==> config.mk <==
export PLATFORM = sky130hd
export DESIGN_NAME = alu_issue
export DESIGN_NICKNAME = d
export VERILOG_FILES = /design/src/rtl/cpu_pkg.sv /design/src/rtl/regfile.sv /design/src/rtl/alu_issue.sv
export SDC_FILE = /design/constraint.sdc
export NUM_CORES = 1
export LEC_CHECK = 0
export ABC_AREA = 1
export BUFFER_PORTS_ARGS = -buffer_cell sky130_fd_sc_hd__clkbuf_2
export CORE_MARGIN = 3
export CORE_UTILIZATION = 40
export CTS_CLUSTER_SIZE = 40
export DETAILED_ROUTE_END_ITERATION = 10
export PLACE_DENSITY = 0.63
export SETUP_SLACK_MARGIN = 0.05
export SLEW_MARGIN = 5
export SYNTH_ARGS = -nofsm -noshare
export SYNTH_HDL_FRONTEND = slang
export SYNTH_HIERARCHICAL = 1
export SYNTH_SLANG_ARGS = --single-unit
==> constraint.sdc <==
create_clock -name clk -period 3.3 [get_ports clk]
set_input_delay 0.495 -clock clk [delete_from_list [all_inputs] [get_ports clk]]
set_output_delay 0.495 -clock clk [all_outputs]
set_load 0.05 [all_outputs]
==> src/rtl/cpu_pkg.sv <==
// rtl/cpu_pkg.sv - shared types, encodings and sizes for the ALU issue block
package cpu_pkg;

    localparam int REG_W = 16;
    localparam int REG_N = 8;
    localparam int IDX_W = 3;

    typedef enum logic [2:0] {
        ST_IDLE   = 3'd0,
        ST_LOAD_A = 3'd1,
        ST_LOAD_B = 3'd2,
        ST_EXEC   = 3'd3,
        ST_WRITE  = 3'd4
    } state_t;

    localparam logic [1:0] OP_ADD  = 2'b00;
    localparam logic [1:0] OP_SUB  = 2'b01;
    localparam logic [1:0] OP_AND  = 2'b10;
    localparam logic [1:0] OP_NOTB = 2'b11;

    localparam logic [1:0] SH_NONE = 2'b00;
    localparam logic [1:0] SH_LSL1 = 2'b01;
    localparam logic [1:0] SH_LSR1 = 2'b10;
    localparam logic [1:0] SH_ASR1 = 2'b11;

    // Single-bit pre-shift of operand B; width never grows.
    function automatic logic [REG_W-1:0] shift_b(input logic [REG_W-1:0] v, input logic [1:0] sh);
        case (sh)
            SH_LSL1: shift_b = {v[REG_W-2:0], 1'b0};
            SH_LSR1: shift_b = {1'b0, v[REG_W-1:1]};
            SH_ASR1: shift_b = {v[REG_W-1], v[REG_W-1:1]};
            default: shift_b = v;
        endcase
    endfunction

endpackage

==> src/rtl/regfile.sv <==
// rtl/regfile.sv - 8x16 register file, one sync write port, three combinational read ports
module regfile
    import cpu_pkg::*;
(
    input  logic             clk,
    input  logic             rst_n,
    input  logic             we,
    input  logic [IDX_W-1:0] waddr,
    input  logic [REG_W-1:0] wdata,
    input  logic [IDX_W-1:0] raddr_a,
    output logic [REG_W-1:0] rdata_a,
    input  logic [IDX_W-1:0] raddr_b,
    output logic [REG_W-1:0] rdata_b,
    input  logic [IDX_W-1:0] raddr_o,
    output logic [REG_W-1:0] rdata_o
);

    logic [REG_W-1:0] regs [REG_N];

    always_ff @(posedge clk or negedge rst_n) begin
        if (!rst_n) begin
            for (int i = 0; i < REG_N; i++) begin
                regs[i] <= '0;
            end
        end else if (we) begin
            regs[waddr] <= wdata;
        end
    end

    assign rdata_a = regs[raddr_a];
    assign rdata_b = regs[raddr_b];
    assign rdata_o = regs[raddr_o];

endmodule

==> src/rtl/alu_issue.sv <==
// rtl/alu_issue.sv - register-file sequencer that feeds an external ALU and writes back its result
module alu_issue
    import cpu_pkg::*;
(
    input  logic        clk,
    input  logic        rst_n,
    input  logic        start,
    input  logic [1:0]  op,
    input  logic [2:0]  rn,
    input  logic [2:0]  rm,
    input  logic [2:0]  rd,
    input  logic [1:0]  shift,
    input  logic        wr_en,
    input  logic [2:0]  wr_addr,
    input  logic [15:0] wr_data,
    input  logic [2:0]  obs_addr,
    output logic [15:0] obs_data,
    output logic [15:0] val_A,
    output logic [15:0] val_B,
    output logic [1:0]  ALU_op,
    input  logic [15:0] ALU_out,
    input  logic        Z,
    output logic        busy,
    output logic        done,
    output logic [15:0] result,
    output logic        status_Z
);

    state_t           state;
    logic [1:0]       op_q;
    logic [1:0]       shift_q;
    logic [IDX_W-1:0] rn_q;
    logic [IDX_W-1:0] rm_q;
    logic [IDX_W-1:0] rd_q;
    logic [REG_W-1:0] a_q;
    logic [REG_W-1:0] b_q;
    logic [REG_W-1:0] c_q;
    logic             z_q;

    logic             rf_we;
    logic [IDX_W-1:0] rf_waddr;
    logic [REG_W-1:0] rf_wdata;
    logic [REG_W-1:0] rf_rdata_a;
    logic [REG_W-1:0] rf_rdata_b;

    // The write port is shared: external loads own it in IDLE, write-back owns it in WRITE.
    assign rf_we    = ((state == ST_IDLE) && wr_en) || (state == ST_WRITE);
    assign rf_waddr = (state == ST_WRITE) ? rd_q : wr_addr;
    assign rf_wdata = (state == ST_WRITE) ? c_q  : wr_data;

    regfile u_regfile (
        .clk     (clk),
        .rst_n   (rst_n),
        .we      (rf_we),
        .waddr   (rf_waddr),
        .wdata   (rf_wdata),
        .raddr_a (rn_q),
        .rdata_a (rf_rdata_a),
        .raddr_b (rm_q),
        .rdata_b (rf_rdata_b),
        .raddr_o (obs_addr),
        .rdata_o (obs_data)
    );

    always_ff @(posedge clk or negedge rst_n) begin
        if (!rst_n) begin
            state   <= ST_IDLE;
            op_q    <= '0;
            shift_q <= '0;
            rn_q    <= '0;
            rm_q    <= '0;
            rd_q    <= '0;
            a_q     <= '0;
            b_q     <= '0;
            c_q     <= '0;
            z_q     <= 1'b0;
        end else begin
            case (state)
                ST_IDLE: begin
                    if (start) begin
                        state   <= ST_LOAD_A;
                        op_q    <= op;
                        shift_q <= shift;
                        rn_q    <= rn;
                        rm_q    <= rm;
                        rd_q    <= rd;
                    end
                end
                ST_LOAD_A: begin
                    a_q   <= rf_rdata_a;
                    state <= ST_LOAD_B;
                end
                ST_LOAD_B: begin
                    b_q   <= shift_b(rf_rdata_b, shift_q);
                    state <= ST_EXEC;
                end
                ST_EXEC: begin
                    c_q   <= ALU_out;
                    z_q   <= Z;
                    state <= ST_WRITE;
                end
                ST_WRITE: begin
                    state <= ST_IDLE;
                end
                default: begin
                    state <= ST_IDLE;
                end
            endcase
        end
    end

    assign val_A    = a_q;
    assign val_B    = b_q;
    assign ALU_op   = op_q;
    assign busy     = (state != ST_IDLE);
    assign done     = (state == ST_WRITE);
    assign result   = c_q;
    assign status_Z = z_q;

endmodule

==> results.json, run 1 <==
{
  "status": "completed",
  "postCtsResizedCells": 0,
  "synth-edff-count": 0,
  "pwr-share-clk_pct": 13.5,
  "start_kind": "flop",
  "p_leak_nw": 7.739,
  "setup_viol": 0,
  "first_global_vias": 11230,
  "hold_violations": 0,
  "final_cell_mix": "nand2_1, nand3_1, dfrtp_1",
  "route.vias.total": 12160,
  "slowest_delay_ns": 0.44,
  "dp_hpwl_um": 26060,
  "antenna_cells": 0,
  "clkLatencyLatePin_ns": 0.43,
  "drv_slew": 0,
  "grt_max_degree": 74,
  "wl_per_cell_um": 17.55,
  "die_y_um": 177.9,
  "gp_congestion": 0.8593,
  "clock_sinks": 193,
  "viasPerCell": 5.215,
  "crit_path_end_kind": "primary output",
  "cp.arrival_ns": 2.29,
  "grt-ovfl-total": 0,
  "clk_path_buf_depth": 2,
  "cp_num_cells": 5,
  "syn_inst": 1873,
  "p_sw_mw": 7.918,
  "yosysWarnings": 6,
  "synth_nets": 1929,
  "synthArstFlopShare_pct": 100.0,
  "synth.distinct_cells": 22,
  "fp-row-count": 62,
  "synthesis.area_mm2": 0.01182,
  "hold_buffers": 0,
  "drtAntennaViolNets": 0,
  "p_per_area_mw_per_mm2": 1100,
  "maxSlewHeadroom_pct": 44.86,
  "first_pass_iters": 8,
  "ys_seq_elements": 193,
  "grt_setup_unrepaired": "no",
  "cts.htree.levels": 4,
  "cts_setup_buffers": 0,
  "worst_path_max_delay_cell": "dfrtp_1",
  "drive_gt1_share_pct": 10.68,
  "cp_top_family": "buffers and inverters",
  "seq_area_frac_synth_pct": 40.85,
  "crit_type": "flop to primary output",
  "track_usage_pct": 25.92,
  "syn_to_final_growth_pct": 13.94,
  "crit_fanout": 20,
  "initial_utilization_pct": 40.86,
  "intPower_mw": 6.896,
  "tightest_slew_ns": 0.8259,
  "final_util_pct": 46.55,
  "antenna_found_initial": 0,
  "post-route-period-util_pct": 84.36,
  "grt_pass1_wl_um": 63780,
  "layout_min_cycle_time_ns": 2.784,
  "die-area_mm2": 0.03166,
  "final_common_cell": "nand2_1",
  "cts_root_buf": "clkbuf_16",
  "cts_tree": "built",
  "numCtsBuffers": 17,
  "fmax_ghz": 0.3592,
  "crit_buf_inv": 3,
  "holdCritPathClass": "input pin to asynchronous set/reset pin",
  "final_nets": 1991,
  "n_fill_cell": 3027,
  "p_comb_share_pct": 59.0,
  "peakVddDrop_mv": 0.5259,
  "die_w_um": 177.9,
  "avgSynthCellArea_um2": 6.312,
  "synth_ff_type": "dfrtp_1",
  "drt-total-wl_um": 40900,
  "holdWs_ns": 0.001650,
  "swShare_pct": 53.45,
  "drt-initial-drc-count": 1324,
  "io_buffers": 124,
  "setup_tns_ns": 0,
  "p_seq_share_pct": 27.6,
  "core_area_mm2": 0.02894,
  "skew_ns": 0.01778,
  "io_pins": 125,
  "drc": 0,
  "clk_pin_slew_ns": 0.08,
  "max_cap_violations": 0,
  "worstPathRequired_ns": 2.80,
  "reg2reg_depth": 11,
  "cp_cell_sequence": "nor2_1 -> nand2_1 -> inv_1 -> buf_4 -> clkbuf_2"
}
==> per-layer routing <==
| layer | GRT usage [%] | part of all wire, % | wire length (um) | vias up |
|---|---|---|---|---|
| met4 | 10.50 | 4.3 | 1768 | 0 |
| met3 | 4.921 | 8.3 | 3379 | 102 |
| met1 | 34.02 | 41 | 16840 | 5638 |
| li1 | - | - | - | 5866 |
| met5 | 0 | 0 | 0 | - |
| met2 | 42.07 | 46 | 18920 | 550 |
==> cell type report <==
type,instances,area (um2),share of cell area [%]
Sequential cell,193,4832,35.87
Clock inverter,11,96.34,0.7152
Tap cell,384,480.5,3.567
Timing Repair Buffer,155,1165,8.648
Inverter,193,726.9,5.397
Clock buffer,20,456.7,3.390
Multi-Input combinational cell,1375,5713,42.41
==> cell families (layout without fill, tap and decap cells) <==
kind of cell	Yosys count	in the layout	share of synthesized area, %
and+or+nand+nor	1217	1217	41.52
DFF	193	193	40.85
buffers and inverters	305	379	10.83
AOI/OAI and AO/OA	158	158	6.805
==> path summary, 6_finish.rpt <==
| check | start | end | slack, ns |
|---|---|---|---|
| max | state[1] | done | 0.52 |
| min | rst_n | u_regfile/regs[88] | 0.002 |
| max reg2reg | state[1] | u_regfile/regs[36] | 0.89 |
| min reg2reg | val_B[0] | val_B[0] | 0.48 |
| max in group asynchronous | rst_n | result[1] | 2.50 |
| min in group clk | ALU_out[5] | result[5] | 0.25 |
==> stage by stage <==
stage          std cells  setup slack, ns  power (mW)  instance area (um2)
2_1_floorplan       1873            1.336       10.12                11820
3_3_place_gp        2300           0.9051       12.55                12920
3_5_place_dp        2300           0.8729       12.70                12920
4_1_cts             2331           0.5089       14.73                13470
5_1_grt             2331           0.3089       16.04                13470
6_report            2331           0.5161       14.81                13470
==> state kept, by name, summed over array words and instances, names as in the netlist <==
signal / cells
rm_q: 3
result: 16
rn_q: 3
shift_q: 2
u_regfile/regs: 128
status_Z: 1
val_B: 16
ALU_op: 2
rd_q: 3
state: 3
val_A: 16
==> cells in the mapped netlist, types with 2 or more instances <==
| cell type | instances | area (um2) |
|---|---|---|
| buf_6 | 3 | 33.78 |
| inv_1 | 183 | 686.9 |
| o21ai_2 | 3 | 26.28 |
| inv_2 | 9 | 33.78 |
| dfrtp_1 | 193 | 4830 |
| buf_1 | 3 | 11.26 |
| nand3_2 | 3 | 30.03 |
| clkbuf_2 | 4 | 20.02 |
| o21ai_0 | 153 | 765.7 |
| buf_4 | 7 | 52.55 |
| nor2_1 | 6 | 22.52 |
| nand2_1 | 979 | 3675 |
| clkbuf_1 | 32 | 120.1 |
| nand3_1 | 224 | 1121 |
| nor2_2 | 2 | 12.51 |
| buf_2 | 63 | 315.3 |
==> power groups by stage <==
stage | logic (mW) | clock network [mW] | registers, mW
after floorplan | 5.29 | 0 | 4.83
after global placement | 8.47 | 0 | 4.08
after detailed placement | 8.59 | 0 | 4.11
after CTS | 8.63 | 2.03 | 4.08
after global routing | 9.69 | 2.13 | 4.22
final | 8.73 | 1.99 | 4.09
==> worst register-to-register path: stages (launching register included) <==
cell     delay [ns]
dfrtp_1        0.44
nor2_1         0.17
nand2_1        0.42
inv_1          0.27
nand2_1        0.07
nand2_1        0.13
inv_2          0.07
nor2_1         0.15
nand2_1        0.07
buf_4          0.28
nand2_1        0.13
o21ai_0        0.08
No activity file was read; power rests on OpenSTA's default activity.
==> inputs of run 2 (changes only) <==
--- a/config.mk
+++ b/config.mk
@@ -11,7 +11,7 @@
 export CORE_UTILIZATION = 40
 export CTS_CLUSTER_SIZE = 40
 export DETAILED_ROUTE_END_ITERATION = 10
-export PLACE_DENSITY = 0.63
+export PLACE_DENSITY = 0.65
 export SETUP_SLACK_MARGIN = 0.05
 export SLEW_MARGIN = 5
 export SYNTH_ARGS = -nofsm -noshare
==> constraint.sdc (replaced) <==
create_clock -name clk -period 2.5 [get_ports clk]
set_input_delay 0.375 -clock clk [delete_from_list [all_inputs] [get_ports clk]]
set_output_delay 0.375 -clock clk [all_outputs]
set_load 0.05 [all_outputs]
==> results.json, run 2 (synthesis results as in run 1) <==
{
  "status": "completed",
  "p_per_area_mw_per_mm2": 1453,
  "holdCritPathClass": "input pin to flop",
  "initial_utilization_pct": 40.86,
  "antenna_cells": 0,
  "setup_viol": 0,
  "largest_reg_flops": 128,
  "viasPerCell": 5.232,
  "io_pins": 125,
  "grt-ovfl-total": 0,
  "cts_root_buf": "clkbuf_16",
  "p_leak_nw": 7.823,
  "start_kind": "flop",
  "final_common_cell": "nand2_1",
  "first_pass_iters": 7,
  "max_cap_violations": 0,
  "grt_pass1_wl_um": 63630,
  "hp-start": "ALU_out[7]",
  "cp.arrival_ns": 1.87,
  "tightest_slew_ns": 0.6436,
  "clkLatencyLatePin_ns": 0.44,
  "final_cell_mix": "nand2_1, nand3_1, dfrtp_1",
  "maxSlewHeadroom_pct": 57.09,
  "antenna_found_initial": 0,
  "drt-initial-drc-count": 1588,
  "numCtsBuffers": 17,
  "worst_path_max_delay_cell": "dfrtp_1",
  "wl_per_cell_um": 17.14,
  "crit_start": "state[1]",
  "track_usage_pct": 25.79,
  "layout_min_cycle_time_ns": 2.248,
  "cts.htree.levels": 4,
  "post-route-period-util_pct": 89.92,
  "worstPathRequired_ns": 2.12,
  "fmax_ghz": 0.4449,
  "drive_gt1_share_pct": 11.22,
  "io_buffers": 124,
  "drc": 0,
  "fp-row-count": 62,
  "dp_hpwl_um": 26730,
  "first_global_vias": 11680,
  "skew_ns": 0.01702,
  "cts_setup_buffers": 0,
  "die_y_um": 177.9,
  "clock_sinks": 193,
  "crit_buf_inv": 3,
  "grt_setup_unrepaired": "no",
  "cts_tree": "built",
  "drt-total-wl_um": 40170,
  "crit_type": "flop to primary output",
  "holdWs_ns": 0.1211,
  "route.vias.total": 12260,
  "clk_pin_slew_ns": 0.08,
  "drtAntennaViolNets": 0,
  "drv_slew": 0,
  "setup_tns_ns": 0,
  "final_nets": 2003,
  "slowest_delay_ns": 0.43,
  "largest-register": "u_regfile/regs",
  "hold_violations": 0,
  "cp_cell_sequence": "nor2_1 -> nand2_2 -> inv_1 -> buf_4 -> clkbuf_4",
  "use_met2_pct": 42.91,
  "gp_congestion": 0.8834,
  "core_area_mm2": 0.02894,
  "clk_path_buf_depth": 2,
  "peakVddDrop_mv": 0.5888,
  "die-area_mm2": 0.03166,
  "r2r_start": "state[1]",
  "use_met1_pct": 33.25,
  "syn_to_final_growth_pct": 15.36,
  "crit_path_end_kind": "primary output",
  "cp_top_family": "buffers and inverters",
  "grt_use_met3_pct": 4.472,
  "gr-max-usage-layer": "met2",
  "die_w_um": 177.9,
  "crit_fanout": 17,
  "grt_max_degree": 65
}
[run 2: cell count changes in the layout (fill, tap and decap cells not counted), sizes merged]
| cell | previous run | this run |
|---|---|---|
| bufinv | 0 | 2 |
| clkbuf | 128 | 127 |
| clkinv | 4 | 2 |
| inv | 199 | 201 |
| dlygate4sd3 | 0 | 1 |
| buf | 47 | 58 |
[run 2: worst paths after layout]
kind                       slack, ns                   to  cells past startpoint
setup / recovery                0.25                 done                      5
hold / removal                  0.12            result[7]                      3
setup reg to reg                0.48   u_regfile/regs[13]                     10
hold reg to reg                 0.48             val_B[0]                      2
max in group asynchronous       1.30  u_regfile/regs[107]                      3
min in group asynchronous       0.48   u_regfile/regs[95]                      2
[run 2: layout make-up]
type	count	area, um2
clock buffers	19	432.9
clock inverters	13	165.2
fillers	2944	15300
inverters	193	726.9
multi-input cells	1375	5715
flip-flops and latches	193	4832
well taps	384	480.5
repair buffers	167	1285
[run 2: power breakdown]
part,internal [mW],leakage (nW),switching (mW)
Sequential,4.55,2.43,0.857
Combinational,3.27,5.10,8.29
Clock,1.52,0.291,1.34
[run 2: repair_timing]
item                       CTS  global route
hold endpoints to repair    48             0
setup endpoints to repair    0             1
hold buffers                 1             0
gates resized for setup      0             3
[run 2: metal layers]
metal / share of wire (%) / up-vias
met2: 48 / 545
met5: 0 / -
li1: - / 5883
met4: 3.3 / 0
met1: 41 / 5743
met3: 8.3 / 93
[run 2: through the flow]
step	power [mW]	instance area (um2)	cells	setup slack, ns	util (%)
after detailed placement	16.80	13030	2311	0.4189	45.01
after floorplan	13.35	11820	1873	0.7755	-
after CTS	19.71	13630	2344	0.08140	47.12
final	19.82	13640	2344	0.2521	47.13
after global routing	21.45	13640	2344	0.07741	47.13
after global placement	16.60	13030	2311	0.4209	45.01
[run 2: tightest hold or removal path: cells and delay by family]
family	cells	cell delay, ns
AND/OR/NAND/NOR	2	0.08
buffers and inverters	1	0.07
